File: src/rtl/io_stress_test_ctrl.sv
// I/O stress test sequencer: waits for PLL lock, runs pattern generators, waits for
// checker alignment, soaks for RUN_CYC cycles counting per-link errors, reports verdict.
module io_stress_test_ctrl #(
  parameter int NUM_LINKS    = 4,
  parameter int CNT_W        = 16,
  parameter int SETTLE_CYC   = 16,
  parameter int SYNC_TIMEOUT = 1024,
  parameter int RUN_CYC      = 1000000
) (
  input  logic                       CLK,
  input  logic                       RST,
  input  logic                       start,
  input  logic                       abort,
  input  logic                       pll_lock,
  input  logic [NUM_LINKS-1:0]       link_sync,
  input  logic [NUM_LINKS-1:0]       link_err,
  output logic                       gen_en,
  output logic                       chk_en,
  output logic                       chk_clear,
  output logic                       busy,
  output logic                       done,
  output logic                       pass,
  output logic                       lock_lost,
  output logic [NUM_LINKS-1:0]       fail_mask,
  output logic [NUM_LINKS*CNT_W-1:0] err_cnt
);

  localparam logic [2:0] S_IDLE      = 3'd0;
  localparam logic [2:0] S_WAIT_LOCK = 3'd1;
  localparam logic [2:0] S_CLEAR     = 3'd2;
  localparam logic [2:0] S_SETTLE    = 3'd3;
  localparam logic [2:0] S_WAIT_SYNC = 3'd4;
  localparam logic [2:0] S_RUN       = 3'd5;
  localparam logic [2:0] S_DONE      = 3'd6;

  localparam logic [31:0] SETTLE_LAST  = 32'(SETTLE_CYC - 1);
  localparam logic [31:0] TIMEOUT_LAST = 32'(SYNC_TIMEOUT - 1);
  localparam logic [31:0] RUN_LAST     = 32'(RUN_CYC - 1);

  logic [2:0]                 r_state;
  logic [31:0]                r_cnt;
  logic                       r_gen_en;
  logic                       r_chk_en;
  logic                       r_chk_clear;
  logic                       r_busy;
  logic                       r_done;
  logic                       r_pass;
  logic                       r_lock_lost;
  logic [NUM_LINKS-1:0]       r_fail_mask;
  logic [NUM_LINKS*CNT_W-1:0] r_err_cnt;

  logic [2:0]                 w_state_nxt;
  logic [31:0]                w_cnt_nxt;
  logic                       w_armed;
  logic                       w_sync_to;
  logic                       w_lost_nxt;
  logic [NUM_LINKS-1:0]       w_fail_nxt;
  logic [NUM_LINKS*CNT_W-1:0] w_err_nxt;

  assign w_armed   = (r_state == S_SETTLE) || (r_state == S_WAIT_SYNC) || (r_state == S_RUN);
  assign w_sync_to = (r_state == S_WAIT_SYNC) && pll_lock && !(&link_sync) &&
                     (r_cnt == TIMEOUT_LAST) && !abort;

  // Next-state decode; abort overrides everything, lock loss overrides normal progress.
  always_comb begin
    w_state_nxt = r_state;
    case (r_state)
      S_IDLE:      w_state_nxt = start ? S_WAIT_LOCK : S_IDLE;
      S_WAIT_LOCK: w_state_nxt = pll_lock ? S_CLEAR : S_WAIT_LOCK;
      S_CLEAR:     w_state_nxt = S_SETTLE;
      S_SETTLE: begin
        if (!pll_lock)                 w_state_nxt = S_DONE;
        else if (r_cnt == SETTLE_LAST) w_state_nxt = S_WAIT_SYNC;
        else                           w_state_nxt = S_SETTLE;
      end
      S_WAIT_SYNC: begin
        if (!pll_lock)                  w_state_nxt = S_DONE;
        else if (&link_sync)            w_state_nxt = S_RUN;
        else if (r_cnt == TIMEOUT_LAST) w_state_nxt = S_DONE;
        else                            w_state_nxt = S_WAIT_SYNC;
      end
      S_RUN: begin
        if (!pll_lock)              w_state_nxt = S_DONE;
        else if (r_cnt == RUN_LAST) w_state_nxt = S_DONE;
        else                        w_state_nxt = S_RUN;
      end
      S_DONE:  w_state_nxt = start ? S_WAIT_LOCK : S_DONE;
      default: w_state_nxt = S_IDLE;
    endcase
    if (abort) begin
      w_state_nxt = S_IDLE;
    end else begin
      w_state_nxt = w_state_nxt;
    end
    w_cnt_nxt = (w_state_nxt != r_state) ? 32'd0 : r_cnt + 32'd1;
  end

  // Result bookkeeping: cleared on CLEAR entry, errors only counted while soaking.
  always_comb begin
    w_lost_nxt = r_lock_lost;
    w_fail_nxt = r_fail_mask;
    w_err_nxt  = r_err_cnt;
    if (w_state_nxt == S_CLEAR) begin
      w_lost_nxt = 1'b0;
      w_fail_nxt = '0;
      w_err_nxt  = '0;
    end else begin
      if (w_armed && !pll_lock) begin
        w_lost_nxt = 1'b1;
      end else begin
        w_lost_nxt = r_lock_lost;
      end
      if (w_sync_to) begin
        w_fail_nxt = r_fail_mask | ~link_sync;
      end else begin
        w_fail_nxt = r_fail_mask;
      end
      for (int i = 0; i < NUM_LINKS; i++) begin
        if ((r_state == S_RUN) && link_err[i]) begin
          w_fail_nxt[i] = 1'b1;
          if (r_err_cnt[i*CNT_W +: CNT_W] != {CNT_W{1'b1}}) begin
            w_err_nxt[i*CNT_W +: CNT_W] = r_err_cnt[i*CNT_W +: CNT_W] + CNT_W'(1);
          end else begin
            w_err_nxt[i*CNT_W +: CNT_W] = r_err_cnt[i*CNT_W +: CNT_W];
          end
        end else begin
          w_err_nxt[i*CNT_W +: CNT_W] = r_err_cnt[i*CNT_W +: CNT_W];
        end
      end
    end
  end

  // State, counters and registered outputs decoded from the state being entered.
  always_ff @(posedge CLK) begin
    if (RST) begin
      r_state     <= S_IDLE;
      r_cnt       <= 32'd0;
      r_gen_en    <= 1'b0;
      r_chk_en    <= 1'b0;
      r_chk_clear <= 1'b0;
      r_busy      <= 1'b0;
      r_done      <= 1'b0;
      r_pass      <= 1'b0;
      r_lock_lost <= 1'b0;
      r_fail_mask <= '0;
      r_err_cnt   <= '0;
    end else begin
      r_state     <= w_state_nxt;
      r_cnt       <= w_cnt_nxt;
      r_gen_en    <= (w_state_nxt == S_SETTLE) || (w_state_nxt == S_WAIT_SYNC) ||
                     (w_state_nxt == S_RUN);
      r_chk_en    <= (w_state_nxt == S_WAIT_SYNC) || (w_state_nxt == S_RUN);
      r_chk_clear <= (w_state_nxt == S_CLEAR);
      r_busy      <= (w_state_nxt != S_IDLE) && (w_state_nxt != S_DONE);
      r_done      <= (w_state_nxt == S_DONE);
      r_pass      <= (w_state_nxt == S_DONE) && (w_fail_nxt == '0) && !w_lost_nxt;
      r_lock_lost <= w_lost_nxt;
      r_fail_mask <= w_fail_nxt;
      r_err_cnt   <= w_err_nxt;
    end
  end

  assign gen_en    = r_gen_en;
  assign chk_en    = r_chk_en;
  assign chk_clear = r_chk_clear;
  assign busy      = r_busy;
  assign done      = r_done;
  assign pass      = r_pass;
  assign lock_lost = r_lock_lost;
  assign fail_mask = r_fail_mask;
  assign err_cnt   = r_err_cnt;

endmodule
File: config.mk
export PLATFORM = sky130hd
export DESIGN_NAME = io_stress_test_ctrl
export DESIGN_NICKNAME = d
export VERILOG_FILES = /design/src/rtl/io_stress_test_ctrl.sv
export SDC_FILE = /design/constraint.sdc
export NUM_CORES = 1
export LEC_CHECK = 0
export ABC_CLOCK_PERIOD_IN_PS = 2300
export CAP_MARGIN = 20
export CORE_ASPECT_RATIO = 0.8
export CORE_UTILIZATION = 49
export DETAILED_ROUTE_END_ITERATION = 10
export GPL_ROUTABILITY_DRIVEN = 0
export GPL_TIMING_DRIVEN = 1
export PLACE_DENSITY = 0.86
export SLEW_MARGIN = 20
export SYNTH_ARGS = -nofsm -noshare
export SYNTH_HDL_FRONTEND = slang
export SYNTH_SLANG_ARGS = --single-unit
File: constraint.sdc
create_clock -name CLK -period 2.3 [get_ports CLK]
set_input_delay 0.345 -clock CLK [delete_from_list [all_inputs] [get_ports CLK]]
set_output_delay 0.345 -clock CLK [all_outputs]
set_load 0.05 [all_outputs]
==> metrics.md, run 1 <==
| Metric | Value |
|---|---|
| GRT met2 Usage | 51.59% |
| Worst Hold Class | input port to flip-flop |
| Fraction of registers with async set/reset | 0% |
| Nets | 831 |
| Pwr per Cell Area | 452.4 nW/um2 |
| Setup slack after layout | -639.2 ps |
| Initial antenna violation count | 0 |
| Remaining DRCs | 0 |
| Seq/Total Area, Yosys | 40.17% |
| Critical R2R Capture | err_cnt[16] |
| HP Start | RST |
| Htree depth | 3 |
| Net Count, Synth | 660 |
| Crit path DAT | 3150 ps |
| Initial core utilization | 50.33% |
| DP Wirelength | 10470 um |
| Critical Path End | err_cnt[16] |
| Mapped Area | 5482 um2 |
| R2R depth | 9 |
| Unique masters post-synth | 55 |
| Slew @ Worst Pin | 822.9 ps |
| GRT met1 Usage | 37.21% |
| Vias/cell | 6.568 |
| Gr ovfl total | 0 |
| Cts bufs inserted | 9 |
| Post-synth EDFFs | 0 |
| Clk_lat worst skew | 370 ps |
| CP Max Fanout | 6 |
| Die height | 96.60 um |
| Met3 Usage GRT | 6.545% |
| Status | finished, violations left |
| RSZ-0062 raised after global routing | true |
| CP bufs+invs | 3 |
| Stages on the worst setup path | 9 |
| Area grow syn2layout | 50.33% |
| Share of layout cells above drive strength 1 | 25.95% |
| Clk root buf | clkbuf_16 |
| CTS tree | done |
| Worst path top cell family by delay | compound AO/OA/AOI/OAI gates |
| Worst EP required | 2510 ps |
| Ports | 88 |
| Worst R2R Start | r_cnt[8] |
| Slew Viols, Final | 0 |
| Worst path cell trace | nor4_4 -> or4b_4 -> o41ai_4 -> o211ai_1 -> a211oi_4 -> buf_12 -> buf_8 -> clkbuf_16 -> nor3_1 |
| Largest net degree at the start of global routing | 70 |
| Failing checks | setup timing |
| Mean post-synth cell area | 8.538 um2 |
| Antenna Nets Post-Route | 0 |
| Critical Path Max Stage Delay | 540 ps |
| Achievable Freq | 340.2 MHz |
| LEAKAGE | 2.957 nW |
| N_diodes | 0 |
| Clk slew on worst S/H paths | 80 ps |
| Maximum VDD drop | 0.0003543 V |
| Reg-to-reg slack, setup | -640 ps |
| Critical Path Start | r_cnt[8] |
| Hold-fix buffers at CTS | 0 |
| CTS Buffer Depth | 2 |
| Leading area contributor after synthesis | dfxtp_1 |
| First-pass GRT wire length | 28770 um |
| Maxcap violations | 0 |
| Die area | 11620 um2 |
| Warning count from the yosys run | 0 |
| Yosys reg bits | 110 |
| Final TNS setup | -50620 ps |
| Core area | 10890 um2 |
| Top cells by area, synth | dfxtp_1, xor2_1, nor3_1, xnor2_1, nand2_1 |
| Grt peak-use layer | met2 |
| I/O Buffers | 87 |
| 1st-iter DRT viols | 807 |
| Post-synth top flop | dfxtp_1 |
| Startpoint types | flip-flop |
| Yosys top cell area share | 40.17% |
| Post-route minimum period | 2939 ps |
| Post-route clock period utilization | 127.8% |
| Setup Viol. Count Final | 109 |
| Drt pass-1 iters | 8 |
| WL per Instance | 22.43 um |
| CTS sink count | 110 |
| Die W | 120.3 um |
| Slowest CP cell | or4b_4 |
| All-Layer GR Usage | 31.08% |
| Drt total wl | 21560 um |
| Fin. Hold Viols | 0 |
| Placed Area | 6975 um2 |
| Vias in the first global route | 5822 |
| Cells after Synth | 642 |
| Crit Path Class | flip-flop to flip-flop |
| # rows | 34 |
| Rel. slew slack | 44.81% |
| Via count | 6312 |
| Final Cell Area | 8240 um2 |
| Worst Setup End Kind | flip-flop |
| Clk_skew | 14.36 ps |
cells in the final DEF (no fill, tap or decap), types with 9 or more instances in the layout:
master and instances:
and3_1 17, and4_1 9, buf_4 75, buf_6 12, clkbuf_16 13, clkdlybuf4s50_1 86
dfxtp_1 101, inv_1 17, nand2_1 63, nand3_1 40, nand4_1 22, nor2_1 16
nor2_4 23, nor3_1 72, nor3_2 14, xnor2_1 38, xor2_1 49
worst min path at each step:
| stage | to | cells past startpoint |
|---|---|---|
| floorplan | r_cnt[0] | 1 |
| global placement | err_cnt[11] | 2 |
| detailed placement | err_cnt[11] | 2 |
| CTS | r_state[1] | 2 |
| global route | r_state[1] | 2 |
| finish | r_state[1] | 2 |
worst reg2reg max path: stages, from the launching register on:
cell and delay (ps):
dfxtp_2 340, nor4_4 320, or4b_4 540, o41ai_4 470, o211ai_1 310, a211oi_4 290, buf_12 160, buf_8 130
clkbuf_16 160, nor3_1 60
Yosys cell counts, types with 2 or more instances:
cell type	number
dfxtp_1	110
nor3_1	76
nand2_1	65
xor2_1	49
nor2_1	43
nand3_1	42
xnor2_1	38
nand4_1	22
and3_1	18
clkbuf_1	17
inv_1	17
nor4_1	11
buf_2	10
nor3_2	10
and4_1	9
nor3b_1	9
o21ai_0	8
or3_1	7
a21oi_1	6
mux2i_1	6
a221oi_1	5
ha_1	5
and2_1	4
nor4b_1	4
or4_1	4
a211oi_1	3
a31oi_1	3
o211ai_1	3
a211oi_2	2
a21o_1	2
a311oi_1	2
a32oi_1	2
and4b_1	2
buf_1	2
nor4_2	2
o311ai_0	2
o31ai_1	2
o41ai_1	2
or2_2	2
per-layer routing:
layer	wire length, um	up-vias
li1	-	2650
met1	7791	2978
met2	10210	512
met3	2030	172
met4	1522	0
met5	0	-
area by class of cell:
class | instances | area (um2)
multi-input combinational | 484 | 3558
fill | 634 | 2650
sequential | 110 | 2216
timing repair buffer | 191 | 1944
clock buffer | 9 | 225.2
tap | 144 | 180.2
inverter | 17 | 63.81
clock inverter | 6 | 52.55
where the power goes:
part           leakage (nW)  switching [mW]  internal [mW]  total (mW)
Clock                 0.131           0.792          0.749        1.54
Sequential            0.891         0.00372           1.91        1.91
Combinational          1.94           0.160          0.116       0.276
Total                  2.96           0.956           2.77        3.73
through the flow:
step / hold WS [ps] / cells / power (mW) / worst slack [ps] / util, %
finish: 257.3 / 961 / 3.728 / -639.2 / 75.67
floorplan: 449.7 / 642 / 2.040 / 5.238 / -
detailed placement: 510.5 / 912 / 2.123 / -208.0 / 64.05
CTS: 213.0 / 947 / 3.669 / -241.3 / 71.67
global route: 256.3 / 961 / 3.798 / -652.9 / 75.67
global placement: 494.8 / 912 / 2.118 / -134.9 / 64.05
state kept, by name, summed over array words and instances (netlist names):
signal and cells:
busy 1, done 1, r_state 3, r_cnt 32, lock_lost 1, gen_en 1, fail_mask 4, pass 1
chk_en 1, chk_clear 1, err_cnt 64
logic make-up after synthesis:
kind of cell | count (synthesis) | share of synthesized area, %
AOI/OAI and AO/OA | 48 | 6.802
xor gates and xnor gates | 87 | 13.90
adders and majority gates | 5 | 1.141
buffers and inverters | 48 | 3.721
DFF | 110 | 40.17
muxes | 6 | 1.096
and+or+nand+nor | 338 | 33.17
what timing repair did:
action / 4_1_cts / 5_1_grt
gates cloned: 6 / 6
setup buffers: 15 / 11
pin swaps: 40 / 15
gates resized for setup: 68 / 73
endpoints found under the setup margin: 106 / 109
Power figures use the tool's default switching activity.
==> run 2: changes to the inputs <==
CORE_MARGIN = 4   (was default)
GPL_ROUTABILITY_DRIVEN = default   (was 0)
==> run 2 against run 1 <==
Compared with the run above: the flow still finishes with violations (setup timing); largest cell class unchanged; register-to-register slack improved by 310 ps; die area rose by 12%; wire length fell by 20%; flip-flop and latch count did not move.
==> metrics.md, run 2 (same netlist as run 1, synthesis figures left out) <==
| Metric | Value |
|---|---|
| Status | finished, violations left |
| Failing checks | setup timing |
| I/O Buffers | 87 (unchanged) |
| Final Cell Area | 7816 um2 (-5.1%) |
| Post-Route Utilization | 71.77% (-3.9 points) |
| Clk root buf | clkbuf_16 |
| Post-route minimum period | 2631 ps (-308.4 ps) |
| DP Wirelength | 10320 um (-1.4%) |
| First-pass GRT wire length | 27080 um (-5.9%) |
| Reg-to-reg slack, setup | -330 ps (+310 ps) |
| Commonest cells after routing, fill and taps aside | dfxtp_1, clkdlybuf4s50_1, buf_4 |
| Via count | 5677 (-10%) |
| LEAKAGE | 2.867 nW (-3.0%) |
| Final TNS setup | -25850 ps (+24770 ps) |
| Worst EP required | 2560 ps (+50 ps) |
| CTS tree | done |
| RSZ-0062 raised after global routing | true |
| Clk_lat worst skew | 360 ps (about the same) |
| Slew @ Worst Pin | 830.6 ps (+7.757 ps) |
| Remaining DRCs | 0 (unchanged) |
| Pwr per Cell Area | 477.7 nW/um2 (+5.6%) |
| Crit path DAT | 2890 ps (-260 ps) |
| Die height | 102.6 um (+6.2%) |
| Startpoint types | flip-flop |
| Fin. Hold Viols | 0 (unchanged) |
| Clk_skew | 8.449 ps (-5.915 ps) |
| Gr ovfl total | 0 (unchanged) |
| R2R depth | 9 (unchanged) |
| Initial core utilization | 50.33% (unchanged) |
| Post-route clock period utilization | 114.4% (-13 points) |
| RD Place Congestion | 0.8903 |
| Worst hold slack | 519.7 ps (+262.4 ps) |
| Met3 Usage GRT | 4.609% (-1.9 points) |
| Commonest non-fill, non-tap cell in the layout | dfxtp_1 |
| Ports | 88 (unchanged) |
| CP Max Fanout | 25 (+19) |
| N_diodes | 0 (unchanged) |
| All-Layer GR Usage | 25.31% (-5.8 points) |
| Cts bufs inserted | 9 (unchanged) |
| Htree depth | 3 (unchanged) |
| Vias/cell | 5.970 (-9.1%) |
| CTS sink count | 110 (unchanged) |
| Drt total wl | 17310 um (-20%) |
| 1st-iter DRT viols | 570 (-29%) |
| Worst Hold Class | flip-flop to flip-flop |
| Achievable Freq | 380.1 MHz (+12%) |
| Hold Crit Depth | 2 (unchanged) |
| Die area | 12950 um2 (+12%) |
| GRT met1 Usage | 33.58% (-3.6 points) |
| Grt peak-use layer | met2 |
| Die W | 126.3 um (+5.0%) |
| Crit Path Class | flip-flop to flip-flop |
| Slew Viols, Final | 0 (unchanged) |
| Setup slack after layout | -330.8 ps (+308.4 ps) |
| Hold-fix buffers at CTS | 0 (unchanged) |
| Maximum VDD drop | 0.0004296 V (+21%) |
| Rel. slew slack | 44.62% (-0.19 points) |
| WL per Instance | 18.20 um (-19%) |
| GRT met2 Usage | 41.68% (-9.9 points) |
| Share of layout cells above drive strength 1 | 21.69% (-4.3 points) |
| Max reg flops | 64 (unchanged) |
| Worst Setup End Kind | flip-flop |
| Clk slew on worst S/H paths | 70 ps (about the same) |
| Placed Area | 7000 um2 (+0.36%) |
| Setup Viol. Count Final | 108 (-0.92%) |
| Total power draw | 3.734 mW (+0.15%) |
| Area grow syn2layout | 42.59% |
| Largest net degree at the start of global routing | 73 (+4.3%) |
| Vias in the first global route | 5412 (-7.0%) |
| Nets | 821 (-1.2%) |
| Initial antenna violation count | 0 (unchanged) |
| Maxcap violations | 0 (unchanged) |
| Antenna Nets Post-Route | 0 (unchanged) |
| CTS Buffer Depth | 2 (unchanged) |
| # rows | 34 (unchanged) |
| Core area | 10890 um2 (unchanged) |
| Drt pass-1 iters | 5 (-3) |
-- run 2: final timing paths --
check | start | endpoint
max | r_cnt[11] | err_cnt[18]
min | err_cnt[11] | err_cnt[11]
max reg2reg | r_cnt[11] | err_cnt[18]
min reg2reg | err_cnt[11] | err_cnt[11]
-- run 2: power breakdown --
part	internal, mW	total [mW]	switching (mW)
combinational	0.101	0.230	0.129
clock	0.871	1.59	0.719
sequential	1.91	1.91	0.00606
-- run 2: stage by stage --
| stage | worst slack (ps) | instances |
|---|---|---|
| floorplan | 5.238 | 642 |
| global placement | -172.4 | 917 |
| detailed placement | -206.3 | 917 |
| CTS | -177.1 | 948 |
| global route | -424.4 | 951 |
| finish | -330.8 | 951 |
-- run 2: layer usage --
layer	wire length [um]	up-vias
met3	1237	52
met2	8410	275
met4	530	0
li1	-	2616
met1	7128	2734
met5	0	-
-- run 2: area by class of cell --
| type | count | area [um2] |
|---|---|---|
| multi-input cells | 484 | 3388 |
| inverters | 17 | 63.81 |
| clock inverters | 5 | 58.81 |
| well taps | 144 | 180.2 |
| repair buffers | 181 | 1678 |
| fillers | 713 | 3074 |
| clock buffers | 10 | 239.0 |
| flip-flops and latches | 110 | 2208 |
-- run 2: critical path, cell delays in order (launching register included) --
cell      delay, ps
dfxtp_2         340
nor4_4          290
buf_4           150
nand4b_1        210
or4_4           560
a211oi_4        310
a211oi_4        100
buf_6           160
buf_12          160
nor3_1          240
-- run 2: timing repair --
item	CTS	global route
gates cloned	3	0
buffers inserted	13	4
hold endpoints to repair	0	0
setup endpoints to repair	109	109
pin swaps	22	9
resized for setup	56	21
